`config.mk`:
```
export PLATFORM = sky130hd
export DESIGN_NAME = imem_loader
export DESIGN_NICKNAME = d
export VERILOG_FILES = /design/src/rtl/imem_loader_pkg.sv /design/src/rtl/imem_loader.sv
export SDC_FILE = /design/constraint.sdc
export NUM_CORES = 1
export LEC_CHECK = 0
export CAP_MARGIN = 5
export CORE_UTILIZATION = 55
export CTS_BUF_LIST = sky130_fd_sc_hd__clkbuf_8
export DETAILED_ROUTE_END_ITERATION = 10
export PLACE_DENSITY = 0.81
export SETUP_SLACK_MARGIN = 0.02
export SLEW_MARGIN = 10
export SYNTH_ARGS = -nofsm -noshare
export SYNTH_HDL_FRONTEND = slang
export SYNTH_SLANG_ARGS = --single-unit
```
`constraint.sdc`:
```
create_clock -name clk -period 5.1 [get_ports clk]
set_clock_uncertainty 0.2 [all_clocks]
set_input_delay 1.275 -clock clk [delete_from_list [all_inputs] [get_ports clk]]
set_output_delay 1.275 -clock clk [all_outputs]
set_load 0.03 [all_outputs]
```
`src/rtl/imem_loader_pkg.sv`:
```
// imem_loader_pkg: shared types and frame constants for the program loader
package imem_loader_pkg;
   typedef enum logic [2:0] {S_SYNC, S_LEN, S_DATA, S_CSUM, S_HOLD, S_RUN, S_ERR} state_t;
   localparam logic [7:0] SYNC_DEFAULT = 8'hA5;
   localparam int LEN_W = 9;
endpackage

```
`src/rtl/imem_loader.sv`:
```
// imem_loader: framed byte-stream loader into instruction memory, holds CPU in reset until checksum verifies
//   clk, reset            : clock, synchronous active-high reset
//   in_valid/in_ready/in_data : byte stream input handshake
//   mem_we/mem_addr/mem_wdata : registered instruction-memory byte write port
//   cpu_reset, done, error    : CPU reset, load complete, last frame rejected
module imem_loader
   import imem_loader_pkg::*;
#(
   parameter int MEM_BYTES = 256,
   parameter int ADDR_W = 8,
   parameter logic [7:0] SYNC_BYTE = SYNC_DEFAULT,
   parameter int RST_HOLD = 4
) (
   input  logic              clk,
   input  logic              reset,
   input  logic              in_valid,
   output logic              in_ready,
   input  logic [7:0]        in_data,
   output logic              mem_we,
   output logic [ADDR_W-1:0] mem_addr,
   output logic [7:0]        mem_wdata,
   output logic              cpu_reset,
   output logic              done,
   output logic              error
);
   localparam int HW = (RST_HOLD > 1) ? $clog2(RST_HOLD) : 1;
   state_t state, state_n;
   logic [LEN_W-1:0] cnt, len2;
   logic [ADDR_W-1:0] addr;
   logic [7:0] acc_x;
   logic [HW-1:0] hcnt;
   logic acc;
   assign in_ready = state != S_HOLD;
   assign cpu_reset = state != S_RUN;
   assign done = state == S_RUN;
   assign error = state == S_ERR;
   assign acc = in_valid && in_ready;
   assign len2 = {in_data, 1'b0};
   always_ff @(posedge clk)
      state <= reset ? S_SYNC : state_n;
   always_comb begin
      state_n = state;
      case (state)
         S_SYNC:       if (acc && in_data == SYNC_BYTE) state_n = S_LEN;
         S_LEN:        if (acc) state_n = (in_data == 8'd0 || len2 > LEN_W'(MEM_BYTES)) ? S_ERR : S_DATA;
         S_DATA:       if (acc && cnt == LEN_W'(1)) state_n = S_CSUM;
         S_CSUM:       if (acc) state_n = (in_data == acc_x) ? S_HOLD : S_ERR;
         S_HOLD:       if (hcnt == HW'(RST_HOLD - 1)) state_n = S_RUN;
         S_RUN, S_ERR: if (acc && in_data == SYNC_BYTE) state_n = S_LEN;
         default:      state_n = S_SYNC;
      endcase
   end
   always_ff @(posedge clk) begin
      if (reset) begin
         cnt <= '0;
         addr <= '0;
         acc_x <= '0;
         hcnt <= '0;
         mem_we <= 1'b0;
         mem_addr <= '0;
         mem_wdata <= '0;
      end else begin
         mem_we <= acc && state == S_DATA;
         hcnt <= (state == S_HOLD) ? hcnt + 1'b1 : '0;
         if (acc && state == S_LEN) begin
            cnt <= len2;
            addr <= '0;
            acc_x <= '0;
         end
         if (acc && state == S_DATA) begin
            mem_addr <= addr;
            mem_wdata <= in_data;
            addr <= addr + 1'b1;
            acc_x <= acc_x ^ in_data;
            cnt <= cnt - 1'b1;
         end
      end
   end
endmodule
```
==> results.txt, run 1 <==
- Outcome: complete, no violations
- Class of the tightest hold or removal check: flip-flop to flip-flop
- Buffers placed on the I/O ports in this run total 31.
- Setup violations remaining at the end of the flow were counted as 0.
- Cell with the most instances after synthesis: nand2_1
* Share of power burned in combinational logic: 4.6%
- For the pin with the worst max-slew slack, the measured transition is 0.7299 ns.
- The repair_antennas step left the layout with diodes totalling 0.
* Yosys reg bits: 47
* EDFF count, synth: 0
- Averaged over all synthesized cells, the footprint is 8.119 sq um.
- Peak supply drop: 206.9 uV
- The congestion estimate from routability-driven global placement came to 0.8362.
- The total count of max-transition violations in the final report was 0.
- The initial utilization of the core area, before any placement, comes to 58.99%.
- Entering global routing, the biggest net connects 32 pins.
* Core outline area: 3771 sq um
- Antenna violations before repair: 0
- Of the total power, registers draw 60.5%.
* Synth cell types: 52
- Measured along the y axis, the die boundary spans 65.60 um.
* Fraction of power spent switching nets: 22.53%
- The root buffer cell chosen for the clock tree is clkbuf_8.
- After clock tree synthesis, the clock-pin slew on the worst setup and hold paths is 0.08 ns.
* Post-detailed-route DRC marker count: 0
* Post-synthesis sequential area ratio: 42.29%
* Final sum of negative setup slack: 0 ns
* Data required time of the worst path: 3.62 ns
- Largest cells by area after synthesis: dfxtp_1, nand2_1, a21oi_1
- Measured against its own limit, the worst slew margin works out to 51.19%.
* Endpoint type of the worst setup path: primary output
* 1st-iter DRT viols: 157
- Setup slack on the critical path of the routed design comes to 1.626 ns.
* Predominant post-synthesis flop cell: dfxtp_1
- The clock period could shrink to 3.474 ns.
- For the worst setup path, the data arrival time is 2.00 ns.
- Once placement finished, the instance area stood at 2536 sq um.
- Wires add up to 4734 um.
* Per-cell via count in the routed design: 5.850
* Power Internal: 0.4700 mW
* Maximum count of clock buffers along a single path: 2
- The clock reaches the later pin of the worst-skew pair after 0.30 ns.
- First-pass DRT Iterations: 4
- The synthesized netlist occupies a cell area of 2225 sq um.
- Of the total power, the clock network draws 34.9%.
* Fmax achieved: 0.2878 GHz
- Synthesized instance count: 274
- Clock sink total: 47
* Proportion of netlist area held by the largest area contributor: 42.29%
- Of the cells placed in the final design, the portion with a size suffix greater than 1 is 6.355%.
- Number of buffers added by the clock tree synthesis step: 5
- Vias in the first global route: 1850
- Summed over all layers, the global routing overflow is 0.
* Largest fanout on the critical path: 13
* Nature of the critical path startpoint: flip-flop
- The final hold violation count was 0.
- Total via count in the routed design: 2030
* Net Sw Power: 0.1367 mW
* LEAKAGE: 0.9078 nW
- The wire-length estimate of the detail-placed layout is 3216 um.
- Level count of the clock H-tree: 2
- Global-route total usage across every layer: 24.77%
- Post-synth ARST share: 0%
* Post-DR wirelength/cell: 13.64 um
- Antenna violation net count after detailed routing: 0
- Net count after synthesis: 289
* Hold-fix buffers, CTS: 0
* Worst setup timing slack at the placement stage: 1.330 ns
- Global-route wire length before repair: 8224 um
- Setup repair after global routing missed its margin: no
- In the final design database the tool counted 313 nets.
- For this design the ratio of total power to cell area is 231.8 nW/um^2.
- # resized after CTS: 0
- Synth warn: 0
- Overall die area: 4303 sq um
* Cell taking the most area after synthesis: dfxtp_1
- During I/O placement, the number of pins put on the boundary was 32.
- Site Rows: 22
- Most frequent cells after synthesis: nand2_1, dfxtp_1, a21oi_1, nor2_1, o21ai_0
* CTS tree: done
- With fillers left out, the area of the finished cells amounts to 2618 sq um.
- The worst setup path is of the flip-flop to primary output kind.
* Die width: 65.60 um
* Post CTS Setup Buffer Count: 0
- Reported max-cap violation count: 0
* Area overhead of the layout relative to synthesis: 17.66%
- Post-route clock period utilization: 68.12%
## cells in the final DEF (no fill, tap or decap), drive strengths merged, types with 5 or more instances in the layout
cell type and instances:
o21ai 20, dfxtp 47, clkdlybuf4s50 31, nand3 5, nor3 6, xor2 8, clkbuf 5, inv 8
nor4 6, a21oi 29, nor2 26, nand2 51
## state kept, by name (all words and copies together), names as in the netlist
| signal | count |
|---|---|
| mem_wdata | 8 |
| cnt | 9 |
| addr | 8 |
| state | 3 |
| hcnt | 2 |
| mem_we | 1 |
| acc_x | 8 |
| mem_addr | 8 |
## through the flow
step	hold slack (ns)	power, mW	util (%)	cells
finish	0.2377	0.6067	69.41	347
global route	0.2699	0.6278	69.41	347
CTS	0.2476	0.6109	69.41	347
detailed placement	0.2356	0.4037	67.25	339
global placement	0.2185	0.4035	67.25	339
floorplan	0.2084	0.3874	-	274
## cell type report
cell class | instances | area [sq um]
clock buffers | 5 | 68.82
clock inverters | 3 | 12.51
fillers | 324 | 1154
inverters | 6 | 22.52
multi-input cells | 205 | 1187
flip-flops and latches | 47 | 940.9
well taps | 48 | 60.06
repair buffers | 33 | 325.3
## power groups by stage
stage                     logic, mW  registers, mW  clock network, mW
after floorplan              0.0118          0.376                  0
after global placement       0.0278          0.376                  0
after detailed placement     0.0279          0.376                  0
after CTS                    0.0280          0.367              0.216
after global routing         0.0302          0.367              0.230
final                        0.0281          0.367              0.211
## worst max-delay path, stage by stage (launching register included)
cell and delay (ns):
dfxtp_1 0.56, or3b_2 0.53, clkdlybuf4s50_1 0.61
## logic make-up after synthesis
kind of cell               after synthesis  synth area share [%]
AOI/OAI and AO/OA                       71                 19.57
DFF                                     47                 42.29
xor gates and xnor gates                10                 3.937
muxes                                    1                0.5062
adders and majority gates                5                 2.700
buffers and inverters                   22                 4.330
and+or+nand+nor                        118                 26.66
## final timing paths
check                               from  endpoint  slack (ns)  cells past startpoint
worst max register to register  state[0]    cnt[8]        2.72                      5
worst max-delay path            state[2]  in_ready        1.63                      2
worst min register to register   hcnt[0]   hcnt[0]        0.24                      1
worst min-delay path             hcnt[0]   hcnt[0]        0.24                      1
## layer usage
| metal | part of all wire, % | GRT usage [%] |
|---|---|---|
| met5 | 0 | 0 |
| met4 | 2.7 | 11.14 |
| met3 | 5.2 | 5.556 |
| met2 | 44 | 39.56 |
| met1 | 48 | 31.68 |
Power figures use the tool's default switching activity.
==> run 2, diff against run 1 <==
--- a/config.mk
+++ b/config.mk
@@ -6,10 +6,10 @@
 export NUM_CORES = 1
 export LEC_CHECK = 0
 export CAP_MARGIN = 5
-export CORE_UTILIZATION = 55
+export CORE_UTILIZATION = 51
 export CTS_BUF_LIST = sky130_fd_sc_hd__clkbuf_8
 export DETAILED_ROUTE_END_ITERATION = 10
-export PLACE_DENSITY = 0.81
+export PLACE_DENSITY = 0.78
 export SETUP_SLACK_MARGIN = 0.02
 export SLEW_MARGIN = 10
 export SYNTH_ARGS = -nofsm -noshare
==> constraint.sdc (replaced) <==
create_clock -name clk -period 2.9 [get_ports clk]
set_clock_uncertainty 0.2 [all_clocks]
set_input_delay 0.725 -clock clk [delete_from_list [all_inputs] [get_ports clk]]
set_output_delay 0.725 -clock clk [all_outputs]
set_load 0.03 [all_outputs]
==> run 2 against run 1 <==
Against the previous run:
- non-clock buffer count grew 16
- clock-buffer cell count grew 1
- power grew 85%
- combinational power grew 110%
- wire length grew 13%
- critical path type unchanged
- cell count grew 5.2%
==> results.txt, run 2 (synthesis gave the netlist of run 1 again) <==
- Outcome: complete, no violations
- Peak supply drop: 327.5 uV
- Normalized max-slew margin: 71.22%
* Die width: 68.05 um
* Crit path time final: 2.803 ns
- Row generation in the floorplan step produced 23 rows.
- Counting cells, the worst reg-to-reg path comes to 4.
- The later pin in the worst-skew pair is clocked with a latency of 0.30 ns.
- Register with the most flip-flops: cnt
- The tightest hold path in the finished design has a slack of 0.2404 ns.
* Net Sw Power: 0.2574 mW
* Pin count of the biggest net entering global routing: 20
- Largest fanout on the critical path: 10
- Once layout is complete, the utilization of the core stands at 67.42%.
- Total via count in the routed design: 2101
* Overflow after GRT: 0
- Fraction of power consumed by the clock network: 37.1%
* Wire length on met2: 2397 um
- WL final: 5356 um
- Based on the critical path, the design can be clocked at up to 0.3568 GHz.
- Hold violation count in the final report: 0
- After detailed routing, the average wire length per cell comes to 14.67 um.
- The number of antenna violations at the first check in global routing was 0.
* Vertical extent of the die: 68.05 um
- Cell area reported after detailed placement: 2659 sq um
* Setup Crit Path Kind: flip-flop to primary output
- Wire segments on met3 add up to 344 um in the final route.
- The finished cells cover 2755 sq um.
- The startpoint identified for the worst hold timing path is hcnt[0].
- Nature of the critical path startpoint: flip-flop
- Detailed-routing wirelength on met1: 2514 um
* Worst reg2reg endpoint: state[0]
- Setup repair after global routing missed its margin: no
- I/O pin total: 32
- Slew of the pin with the lowest slew margin: 0.4303 ns
- In this run the static leakage power is 0.9885 nW.
* Reported max-cap violation count: 0
* Fraction of layout cells with a size suffix above 1: 11.75%
- Overall power consumption after layout is estimated at 1.121 mW.
- After clock tree synthesis, the clock-pin slew on the worst setup and hold paths is 0.08 ns.
- Power share of the sequential group: 57.6%
- After legalization and detailed placement, the total HPWL measured 3644 um.
- Post-route clock period utilization: 96.65%
- Final sum of negative setup slack: 0 ns
- In this run the register-to-register setup slack is 0.81 ns.
* Clock sink total: 47
- Fraction of power spent switching nets: 22.96%
- The first TritonRoute pass finished after 4 iterations.
- Share of power burned in combinational logic: 5.3%
* Hold-fix buffers, CTS: 0
- Count of cells along the worst hold path: 1
* Maximum count of clock buffers along a single path: 2
* Area overhead of the layout relative to synthesis: 23.85%
- The startpoint identified for the worst register-to-register timing path is cnt[2].
- Leaving out fill and tap cells, the most frequent cell in the layout is nand2_1.
- Arrival time at the worst endpoint: 1.88 ns
* Endpoint type of the worst setup path: primary output
- Flip-flop count of the largest register, all copies and words added: 9
- Clock Tree Root: clkbuf_8
* Vias in the first global route: 1833
- Power Internal: 0.8636 mW
- The detail route stage leaves a number of antenna-violating nets equal to 0.
- Number of buffers added by the clock tree synthesis step: 5
- Ant diodes: 0
- Among cell families on the critical path, the largest total delay comes from buffers and inverters.
- The path class of the tightest hold or removal check is flip-flop to flip-flop.
- The die covers 4630 sq um.
* Commonest cells after routing, fill and taps aside: nand2_1, dfxtp_1, clkdlybuf4s50_1
* Top Metal Used: met4
* Total power density per cell area: 406.9 nW/um^2
- CTS tree: done
* Number of nets in the final layout: 329
* Final Setup Violations: 0
* CP peak stage delay: 0.61 ns
- At the end of routability-driven placement, the weighted congestion stood at 0.8701.
* Core outline area: 4086 sq um
- During placement, the flow inserted port buffers numbering 31.
- Hold endpoint: hcnt[0]
* Crit path buffers/inverters: 1
- In the routed design, unresolved DRC markers number 0.
- The largest individual stage delay along the critical path comes from the cell clkdlybuf4s50_1.
- Number of max-slew violations in the final report: 0
- For this run, the total global-route usage over all layers was measured as 25.10%.
- Data required time of the worst path: 1.98 ns
- The first global-routing pass estimated 8569 um of wire.
* Effective utilization at floorplan: 54.44%
- Dividing the detail-routed via count by the number of cells gives 5.756.
- Worst path cell trace: or3b_2 -> clkdlybuf4s50_1
- Level count of the clock H-tree: 2
- In this run, the number of DRC markers left after iteration 0 of detailed routing was 130.
## run 2: worst reg2reg max path, cell delays in order (launching register included)
cell	delay [ns]
dfxtp_1	0.37
or4_4	0.61
nor4_4	0.23
a31oi_2	0.20
o41ai_1	0.37
## run 2: layout make-up
type / instances / area (sq um)
Clock inverter: 2 / 12.51
Sequential cell: 47 / 942.2
Inverter: 6 / 22.52
Clock buffer: 6 / 82.58
Timing Repair Buffer: 49 / 445.4
Fill cell: 343 / 1331
Tap cell: 50 / 62.56
Multi-Input combinational cell: 205 / 1187
## run 2: what timing repair did
action	in CTS	in global routing
resized for setup	1	0
setup endpoints to repair	1	0
setup buffers	0	0
## run 2: worst max-delay path by stage
stage	slack (ns)	end	cells past startpoint	startpoint
after global placement	0.26	state[2]	6	in_data[6]
after global routing	0.05	in_ready	2	state[2]
after floorplan	0.72	state[2]	6	in_data[2]
after CTS	0.1	in_ready	2	state[2]
after detailed placement	0.17	state[2]	6	in_data[6]
final	0.1	in_ready	2	state[1]
## run 2: routing by layer
metal  vias to the layer above  track usage [%]
li1                       1053                -
met1                       951            32.72
met2                        86            39.58
met3                        11            6.167
met4                         0            9.635
met5                         -                0
## run 2: power groups by stage
| stage | clock [mW] | combinational [mW] | sequential (mW) |
|---|---|---|---|
| after floorplan | 0 | 0.0207 | 0.661 |
| after global placement | 0 | 0.0586 | 0.661 |
| after detailed placement | 0 | 0.0585 | 0.661 |
| after CTS | 0.423 | 0.0589 | 0.645 |
| after global routing | 0.444 | 0.0642 | 0.646 |
| final | 0.416 | 0.0597 | 0.645 |
## run 2: through the flow
step	setup WS (ns)	instances
final	0.09704	365
after global placement	0.2553	357
after detailed placement	0.1678	357
after floorplan	0.7190	274
after CTS	0.09839	365
after global routing	0.04784	365
